==> config.mk <==
export PLATFORM = sky130hd
export DESIGN_NAME = systolic_ctrl
export DESIGN_NICKNAME = d
export VERILOG_FILES = /design/src/rtl/systolic_ctrl.sv
export SDC_FILE = /design/constraint.sdc
export NUM_CORES = 1
export LEC_CHECK = 0
export ABC_AREA = 0
export CAP_MARGIN = 20
export CELL_PAD_IN_SITES_DETAIL_PLACEMENT = 0
export CELL_PAD_IN_SITES_GLOBAL_PLACEMENT = 1
export CORE_ASPECT_RATIO = 0.6
export CORE_MARGIN = 2
export CORE_UTILIZATION = 45
export CTS_CLUSTER_DIAMETER = 40
export DETAILED_ROUTE_END_ITERATION = 12
export PLACE_DENSITY_LB_ADDON = 0.1
export SLEW_MARGIN = 20
export SYNTH_ARGS = -nofsm -noshare
export SYNTH_HDL_FRONTEND = slang
export SYNTH_SLANG_ARGS = --single-unit
export TNS_END_PERCENT = 10
==> constraint.sdc <==
create_clock -name clk -period 4.61 [get_ports clk]
set_input_delay 0.6915 -clock clk [delete_from_list [all_inputs] [get_ports clk]]
set_output_delay 0.6915 -clock clk [all_outputs]
set_load 0.1 [all_outputs]
==> src/rtl/systolic_ctrl.sv <==
// Sequencer for an N x N output-stationary systolic array: holds the A and B operand
// buffers, clears the PE accumulators, streams skewed rows/columns, then flags done.
module systolic_ctrl #(
    parameter int N = 2,
    parameter int WIDTH = 8,
    localparam int AW = $clog2(N*N)
) (
    input  logic                 clk,
    input  logic                 rst,
    input  logic                 wr_en,
    input  logic                 wr_sel,
    input  logic [AW-1:0]        wr_addr,
    input  logic [WIDTH-1:0]     wr_data,
    input  logic                 start,
    output logic [N*WIDTH-1:0]   a_data,
    output logic [N-1:0]         a_valid,
    output logic [N*WIDTH-1:0]   b_data,
    output logic [N-1:0]         b_valid,
    output logic                 array_clr,
    output logic                 busy,
    output logic                 done
);

    localparam int CW = $clog2(2*N);

    typedef enum logic [2:0] {
        S_IDLE,
        S_CLEAR,
        S_FEED,
        S_DRAIN,
        S_DONE
    } state_t;

    state_t              state;
    logic [CW-1:0]       cnt;
    logic [WIDTH-1:0]    a_mem [N*N];
    logic [WIDTH-1:0]    b_mem [N*N];
    logic                wr_in_range;
    logic [N*WIDTH-1:0]  nxt_a_data;
    logic [N*WIDTH-1:0]  nxt_b_data;
    logic [N-1:0]        nxt_a_valid;
    logic [N-1:0]        nxt_b_valid;

    // When N*N is not a power of two the upper addresses have no storage behind them.
    generate
        if (N*N == (1 << AW)) begin : g_full_range
            assign wr_in_range = 1'b1;
        end else begin : g_partial_range
            assign wr_in_range = (wr_addr < AW'(N*N));
        end
    endgenerate

    // Buffers keep their contents across rst; writes are dropped while a run is in flight.
    always_ff @(posedge clk) begin
        if (wr_en && !busy && wr_in_range) begin
            if (wr_sel) begin
                b_mem[wr_addr] <= wr_data;
            end else begin
                a_mem[wr_addr] <= wr_data;
            end
        end
    end

    // Skewed operand slice for the feed step that will be visible after the next edge.
    always_comb begin
        int          feed_t;
        logic [AW-1:0] a_idx;
        logic [AW-1:0] b_idx;
        nxt_a_data  = '0;
        nxt_b_data  = '0;
        nxt_a_valid = '0;
        nxt_b_valid = '0;
        a_idx       = '0;
        b_idx       = '0;
        feed_t      = (state == S_CLEAR) ? 0 : int'(cnt) + 1;
        for (int i = 0; i < N; i++) begin
            if (feed_t >= i && feed_t - i < N) begin
                a_idx = AW'(i*N + feed_t - i);
                nxt_a_valid[i] = 1'b1;
                nxt_a_data[i*WIDTH +: WIDTH] = a_mem[a_idx];
            end
            if (feed_t >= i && feed_t - i < N) begin
                b_idx = AW'((feed_t - i)*N + i);
                nxt_b_valid[i] = 1'b1;
                nxt_b_data[i*WIDTH +: WIDTH] = b_mem[b_idx];
            end
        end
    end

    always_ff @(posedge clk) begin
        if (rst) begin
            state     <= S_IDLE;
            cnt       <= '0;
            a_data    <= '0;
            b_data    <= '0;
            a_valid   <= '0;
            b_valid   <= '0;
            array_clr <= 1'b0;
            busy      <= 1'b0;
            done      <= 1'b0;
        end else begin
            case (state)
                S_IDLE: begin
                    if (start) begin
                        state     <= S_CLEAR;
                        array_clr <= 1'b1;
                        busy      <= 1'b1;
                    end
                end
                S_CLEAR: begin
                    array_clr <= 1'b0;
                    cnt       <= '0;
                    state     <= S_FEED;
                    a_data    <= nxt_a_data;
                    b_data    <= nxt_b_data;
                    a_valid   <= nxt_a_valid;
                    b_valid   <= nxt_b_valid;
                end
                S_FEED: begin
                    if (cnt == CW'(2*N-2)) begin
                        state   <= S_DRAIN;
                        cnt     <= '0;
                        a_data  <= '0;
                        b_data  <= '0;
                        a_valid <= '0;
                        b_valid <= '0;
                    end else begin
                        cnt     <= cnt + CW'(1);
                        a_data  <= nxt_a_data;
                        b_data  <= nxt_b_data;
                        a_valid <= nxt_a_valid;
                        b_valid <= nxt_b_valid;
                    end
                end
                S_DRAIN: begin
                    // N idle cycles let the last operands reach PE(N-1,N-1).
                    if (cnt == CW'(N-1)) begin
                        state <= S_DONE;
                        cnt   <= '0;
                        done  <= 1'b1;
                        busy  <= 1'b0;
                    end else begin
                        cnt <= cnt + CW'(1);
                    end
                end
                S_DONE: begin
                    done  <= 1'b0;
                    state <= S_IDLE;
                end
                default: begin
                    state <= S_IDLE;
                end
            endcase
        end
    end

endmodule

======== Word-level counts from Yosys, hierarchy flattened ========
Memories as Yosys holds them, arrays and structs flattened.
Index checks and enable logic that the tools add are counted.
word-level totals
  bits in registers ....................... 42
  bits in latches ......................... 0
  bits in writable memories ............... 64
  memory bits (read-only) ................. 0
  input bits .............................. 15
  logic and storage cells ................. 75
  memories kept ........................... 2
cells by class
  add/sub/neg operators ................... 6
  multipliers ............................. 0
  div/mod/pow operators ................... 0
  order comparisons ....................... 4
  eq/ne operators ......................... 9
  shift-type cells ........................ 0
  mux-type cells .......................... 32
  bitwise operators ....................... 0
  reduce and logical (&&, ||, !) cells .... 14
memories
  memory  depth  bits a word  rd ports  clocked after Yosys merged registers in  write ports  line  source
  a_mem   4      8            2         0                                        1            36    logic [WIDTH-1:0] a_mem [N*N];
  b_mem   4      8            2         0                                        1            37    logic [WIDTH-1:0] b_mem [N*N];
operators with widths
  operator                                                            number
  one-hot mux 16 bit (2 select lines)                                 2
  two-way mux 16 bit                                                  2
  two-way mux 8 bit                                                   4
  two-way mux 3 bit                                                   4
  one-hot mux 3 bit (4 select lines)                                  1
  two-way mux 1 bit                                                   11
  nonzero test 2 bit                                                  4
  equality test 3 x 2 -> 1 bit (second input constant)                2
  greater-or-equal comparator 3 x 1 -> 1 bit (second input constant)  2
  two-way mux 2 bit                                                   3
  != test 2 bit (second input constant)                               3
  one-hot mux 1 bit (2 select lines)                                  3
  one-hot mux 2 bit (3 select lines)                                  1
  AND reduction 3 bit                                                 2
  less-than comparator 4 x 3 -> 1 bit (second input constant)         1
  one-hot mux 2 bit (2 select lines)                                  1
  AND reduction 2 bit                                                 2
  subtractor 3 x 1 -> 4 bit (second input constant)                   1
  adder 2 x 1 -> 3 bit (second input constant)                        1
  equality test 3 x 1 -> 1 bit (second input constant)                1
  equality test 3 bit (second input constant)                         1
  logical AND 1 bit                                                   3
  logical NOT 3 bit                                                   1
  less-than comparator 3 x 2 -> 1 bit (second input constant)         1
  other kinds (8)                                                     8

======== Longest topological paths before layout ========
  word-level depth ........................ 8
  depth in mapped cells ................... 12
  mapped depth without buffers ............ 9

======== Worst setup path after synthesis ========
Ideal clock, no wire load.
  path type ............................... register to register
  start point ............................. reg state[2]
  end point ............................... reg b_data[10]
  library setup time ...................... 0.071 ns
  data arrival time ....................... 2.674 ns
  data required time ...................... 4.539 ns
  setup slack ............................. 1.865 ns
  cell stages (with the launch flop) ...... 13
  clock period less this slack ............ 2.745 ns
  path through ............................ dfxtp_1 buf_4 or3b_2 buf_2 buf_1 nand2_1 ha_1 buf_1 nand2b_1 a31oi_4 buf_2 o211ai_1 a21oi_1
on the way
  cells in the longest elaborated chain, start to end .. 8
  elaborated cells between the ends (all ways) .. 13
  those cells by class .................... 2 x add/sub; 2 x order compare; 2 x eq/ne; 4 x mux; 2 x reduce/logical; 1 x memory
ends and longest elaborated chain
  what                                                                line     source
  start: declaration                                                  34       state_t state;
  start signal: assignment                                            92       state <= S_IDLE;
  start signal: assignment                                            105      state <= S_CLEAR;
  start signal: assignment                                            113      state <= S_FEED;
  equality test 3 x 1 -> 1 bit                                        75, 102
  two-way mux 3 bit                                                   75       feed_t = (state == S_CLEAR) ? 0 : int'(cnt) + 1;
  subtractor 3 x 1 -> 4 bit                                           83       b_idx = AW'((feed_t - i)*N + i);
  adder 2 bit or less-than comparator 4 x 3 -> 1 bit (tied branches)  83, 82
  memory (4 x 8 bit) or logical AND 1 bit (tied branches)             n/a
  two-way mux 8 bit                                                   82       if (feed_t >= i && feed_t - i < N) begin
  two-way mux 16 bit                                                  120      if (cnt == CW'(2*N-2)) begin
  one-hot mux 16 bit (2 select lines)                                 102      case (state)
  end signal: assignment                                              115      b_data <= nxt_b_data;
  end signal: assignment                                              130      b_data <= nxt_b_data;
  end: declaration                                                    17       output logic [N*WIDTH-1:0] b_data,
Several ways; a longest one is shown, not always the timed one.
A chain may end at the register's enable or synchronous reset.

======== Worst setup path after layout ========
  start point ............................. reg state[2]
  end point ............................... reg b_data[11]
The elaborated chain is that of the path after synthesis.

==> results summary <==
The largest area contributor in the netlist is sky130_fd_sc_hd__edfxtp_1. The area of the die is 0.0108 sq mm. The maximum net fanout on the critical path came out at 38. The startpoint identified for the worst register-to-register timing path is state[2]$_SDFFE_PP0P_. The standard cell core area is 0.00981 sq mm. Clock skew on the completed layout was measured at around 0.0043 ns. The final max-slew violation count came to 0. STA puts the critical path data arrival time at 3.69 ns. The total clock sinks is roughly 110.

The initial antenna violation count is 0. The type of the worst setup path is reg -> reg. The summed instance area of the synthesized netlist is about 0.0045 sq mm. Of the total power, the clock network draws 0.298.

The worst setup path is captured at a flip-flop. The number of maximum-capacitance violations came out at 0. Of the available clock period, the critical path in the final layout requires 0.741. The power spent charging and discharging nets is slightly below 0.9 mW. The flip-flop and latch count after synthesis came out at 106.

The path with the worst hold slack has its endpoint at b_data[4]$_SDFFE_PP0P_. For this run, the total global-route usage over all layers was measured as 0.205. The total number of H-tree levels came out at 3.

The via count of the first global-routing pass is ~2,700. By count the netlist is led by sky130_fd_sc_hd__edfxtp_1, sky130_fd_sc_hd__dfxtp_1, sky130_fd_sc_hd__nand2_1. Data on the critical path is required at its endpoint by a little under 5 ns. The synthesized netlist net count came out at ~380. For the pin with the worst max-slew slack, the measured transition is 1.01 ns.

The final route contains about 3,000 vias. The critical path starts at state[2]$_SDFFE_PP0P_. The average wire per cell in the routed design is between 15 and 20 um. The cell with the most instances after synthesis is sky130_fd_sc_hd__edfxtp_1. In this run the remaining antenna-violating nets after routing total 0.

Global routing finished with a remaining overflow of 0. The largest net degree at the start of global routing came out at 39. The worst hold path passes through 2 cells. The predominant post-synthesis flop cell is sky130_fd_sc_hd__edfxtp_1. Port buffering added 53 buffers. Clock tree synthesis inserted a total of 9 buffers. Setup total negative slack on the finished layout was measured at 0 ns.

The first global-routing pass estimated around 16 mm of wire. In this run the critical register-to-register path is captured at b_data[11]$_SDFFE_PP0P_. At the end of routability-driven placement, the weighted congestion stood at 0.758. In this run, synthesis inferred between 60 and 70 flip-flops with an integrated enable. The antenna diode count is 0. The worst voltage drop across the vdd grid is 187 uV. The multiplexer share of the synthesized area is 0.0470. The origin of the worst min-delay path is b_data[4]$_SDFFE_PP0P_. The worst hold path belongs to the class reg -> reg. After synthesis, the largest family of logic cells by area is compound AO/OA/AOI/OAI gates. The number of cells upsized or downsized after cts came out at 0.

Setup repair after global routing left no endpoint under its margin. The TritonCTS clock tree is done. The I/O pin total came out at 54.

The number of failing setup endpoints in the final timing report came out at 0. The worst setup slack for register-to-register paths came out at approximately 1.2 ns. The count of cell types in the netlist is 48. The sequential cell fraction of total power came out at 0.424. The die height is 81.5 um. Post-CTS timing repair inserted 0 buffers for setup. The synthesized-area fraction occupied by ao, oa, aoi and oai cells came out at 0.165. In the post-synthesis netlist, the biggest area contributors are sky130_fd_sc_hd__edfxtp_1, sky130_fd_sc_hd__dfxtp_1, sky130_fd_sc_hd__mux4_2. For this design, the slowest cell found on the critical path is sky130_fd_sc_hd__or3b_2. The cell area after layout is 0.00542 sq mm.

The total wire length after detailed routing is 10.4 mm. The switching power as a share of total power came out at 0.340. The area added between synthesis and finish came out at 20.3%. The number of instances in the synthesized netlist is between 300 and 400. The Yosys step of the flow raised 0 warnings. The number of hold violations in the final report is 0.

Measured in cells, the most critical reg-to-reg path has a length of 7. Of the total power, combinational logic draws 0.277. For this run, the post-layout net count is 421. The number of buffers and inverters on the critical path came out at 0. The post-placement cell area came out at just over 0.005 sq mm.

Walking the worst path, the cells encountered are or3b_2 > nand2_1 > ha_1 > nand2b_1 > a31oi_4 > o211ai_1 > a21oi_1. The worst slew margin relative to its limit came out at 0.323. The fraction of layout instances using a drive strength above 1 came out at 0.127. The residual DRC count came out at 0. The number of placement rows came out at 28. The highest clock frequency the design can meet is roughly 0.29 GHz. The largest stage delay on the critical path is 0.78 ns.

The die width came out at 133 um. For this run, asynchronously set or reset flops after synthesis account for 0. The final critical-path required period is around 3.4 ns. The initial core utilization came out at 0.459. The run finished with clean final reports. The post-synthesis adder-cell area fraction came out at 0.0222. The average vias per placed instance is approximately 5.5. STA classifies the critical path startpoint as a flip-flop.

The first detailed-routing pass took 4 iterations. Clock latency on the worst-skew pair, taken at its later pin, is between 0.3 and 0.4 ns. The portion of synthesized cell area occupied by the leading cell type came out at 0.427.

In this design, the largest share of critical-path delay is due to simple AND/OR/NAND/NOR gates. The hold-fix buffer count after cts is 0. Of the total synthesized cell area, the portion taken by AND, OR, NAND and NOR gates is 0.119. The estimated wirelength of the detail-placed design came out at 6.70 mm.

The synthesized area per cell is approximately 13 sq um. The tightest hold margin is roughly 0.45 ns. In this run the power density over the cells is 474 mW/mm^2.

Summed over all cells, the static leakage comes to roughly 1.9 nW. The sequential share of the synthesized area is 0.614. The clock transition at the registers of the reported paths came out at 0.07 ns. The iteration-0 DRC count of the detailed router is between 300 and 400.

The cell sitting at the root of the clock tree is a sky130_fd_sc_hd__clkbuf_16. Of the total synthesized cell area, the portion taken by XOR and XNOR cells is 0. The cell-internal power came out at about 1.7 mW. The largest buffer count on any clock path came out at 2.
## placed cells by master (no fill, tap or decap), types with 2 or more instances in the layout
cell,instances
sky130_fd_sc_hd__edfxtp_1,64
sky130_fd_sc_hd__clkdlybuf4s50_1,53
sky130_fd_sc_hd__dfxtp_1,42
sky130_fd_sc_hd__nand2_1,31
sky130_fd_sc_hd__a21oi_1,23
sky130_fd_sc_hd__o21ai_0,17
sky130_fd_sc_hd__and3_1,17
sky130_fd_sc_hd__nor2_1,15
sky130_fd_sc_hd__nand3_1,15
sky130_fd_sc_hd__clkbuf_16,9
sky130_fd_sc_hd__a21bo_1,8
sky130_fd_sc_hd__a21boi_0,8
sky130_fd_sc_hd__o211ai_1,8
sky130_fd_sc_hd__mux4_2,8
sky130_fd_sc_hd__a41o_1,8
sky130_fd_sc_hd__ha_1,8
sky130_fd_sc_hd__a21oi_2,7
sky130_fd_sc_hd__buf_4,7
sky130_fd_sc_hd__a21bo_2,6
sky130_fd_sc_hd__nand2b_1,5
sky130_fd_sc_hd__inv_1,4
sky130_fd_sc_hd__or3b_2,3
sky130_fd_sc_hd__nor4_1,3
sky130_fd_sc_hd__nand3b_1,2
sky130_fd_sc_hd__a21o_1,2
sky130_fd_sc_hd__mux2i_1,2
sky130_fd_sc_hd__nor3_1,2
sky130_fd_sc_hd__clkbuf_1,2
## worst max-delay path by stage
stage                              endpoint  slack, ns  cells after the start
CTS                 b_data[11]$_SDFFE_PP0P_       1.19                      7
global placement     b_data[8]$_SDFFE_PP0P_       1.35                      7
finish              b_data[11]$_SDFFE_PP0P_       1.19                      7
floorplan           b_data[10]$_SDFFE_PP0P_       1.86                     12
detailed placement  b_data[11]$_SDFFE_PP0P_       1.20                      7
global route        b_data[11]$_SDFFE_PP0P_       0.92                      7
## layer usage
metal | wire length [um] | track usage
met1 | 4970 | 0.307
met2 | 4510 | 0.296
met3 | 851 | 0.0568
met4 | 63 | 0.0479
met5 | 0 | 0
## cell type report
type / count / area, sq um
fillers: 834 / 4390
repair buffers: 60 / 583
clock buffers: 12 / 246
well taps: 135 / 169
flip-flops and latches: 106 / 2760
multi-input cells: 217 / 1590
clock inverters: 4 / 51.3
inverters: 4 / 15.0
## flip-flops by register name, summed over array words and instances (netlist names)
register and count:
a_mem 32, b_mem 32, a_data 16, b_data 16, state 3, b_valid 2
cnt 2, array_clr 1, busy 1, done 1
## cells by family (layout without fill, tap and decap cells)
| group | after synthesis | count (layout) |
|---|---|---|
| DFF | 106 | 106 |
| and+or+nand+nor | 101 | 101 |
| adders and majority gates | 8 | 8 |
| buffers and inverters | 32 | 80 |
| muxes | 11 | 11 |
| AOI/OAI and AO/OA | 97 | 97 |
## stage by stage
step                      setup slack (ns)   util  power [mW]  std cells
final                                 1.19  0.552        2.57        538
after floorplan                       1.86      -        1.65        355
after CTS                             1.19  0.552        2.59        538
after global routing                 0.915  0.552        2.66        538
after detailed placement              1.20  0.522        1.82        522
after global placement                1.35  0.522        1.82        522
## tightest hold or removal path: stages, from the launching register on
cell and delay, ns:
sky130_fd_sc_hd__dfxtp_1 0.31, sky130_fd_sc_hd__nand2_1 0.05, sky130_fd_sc_hd__a21oi_1 0.05
## power groups by stage
stage / registers [mW] / clock network, mW / logic (mW)
2_1_floorplan: 1.36 / 0 / 0.285
3_3_place_gp: 1.11 / 0 / 0.710
3_5_place_dp: 1.11 / 0 / 0.713
4_1_cts: 1.09 / 0.783 / 0.715
5_1_grt: 1.09 / 0.814 / 0.755
6_report: 1.09 / 0.766 / 0.712
(Power assumes the default switching activity.)
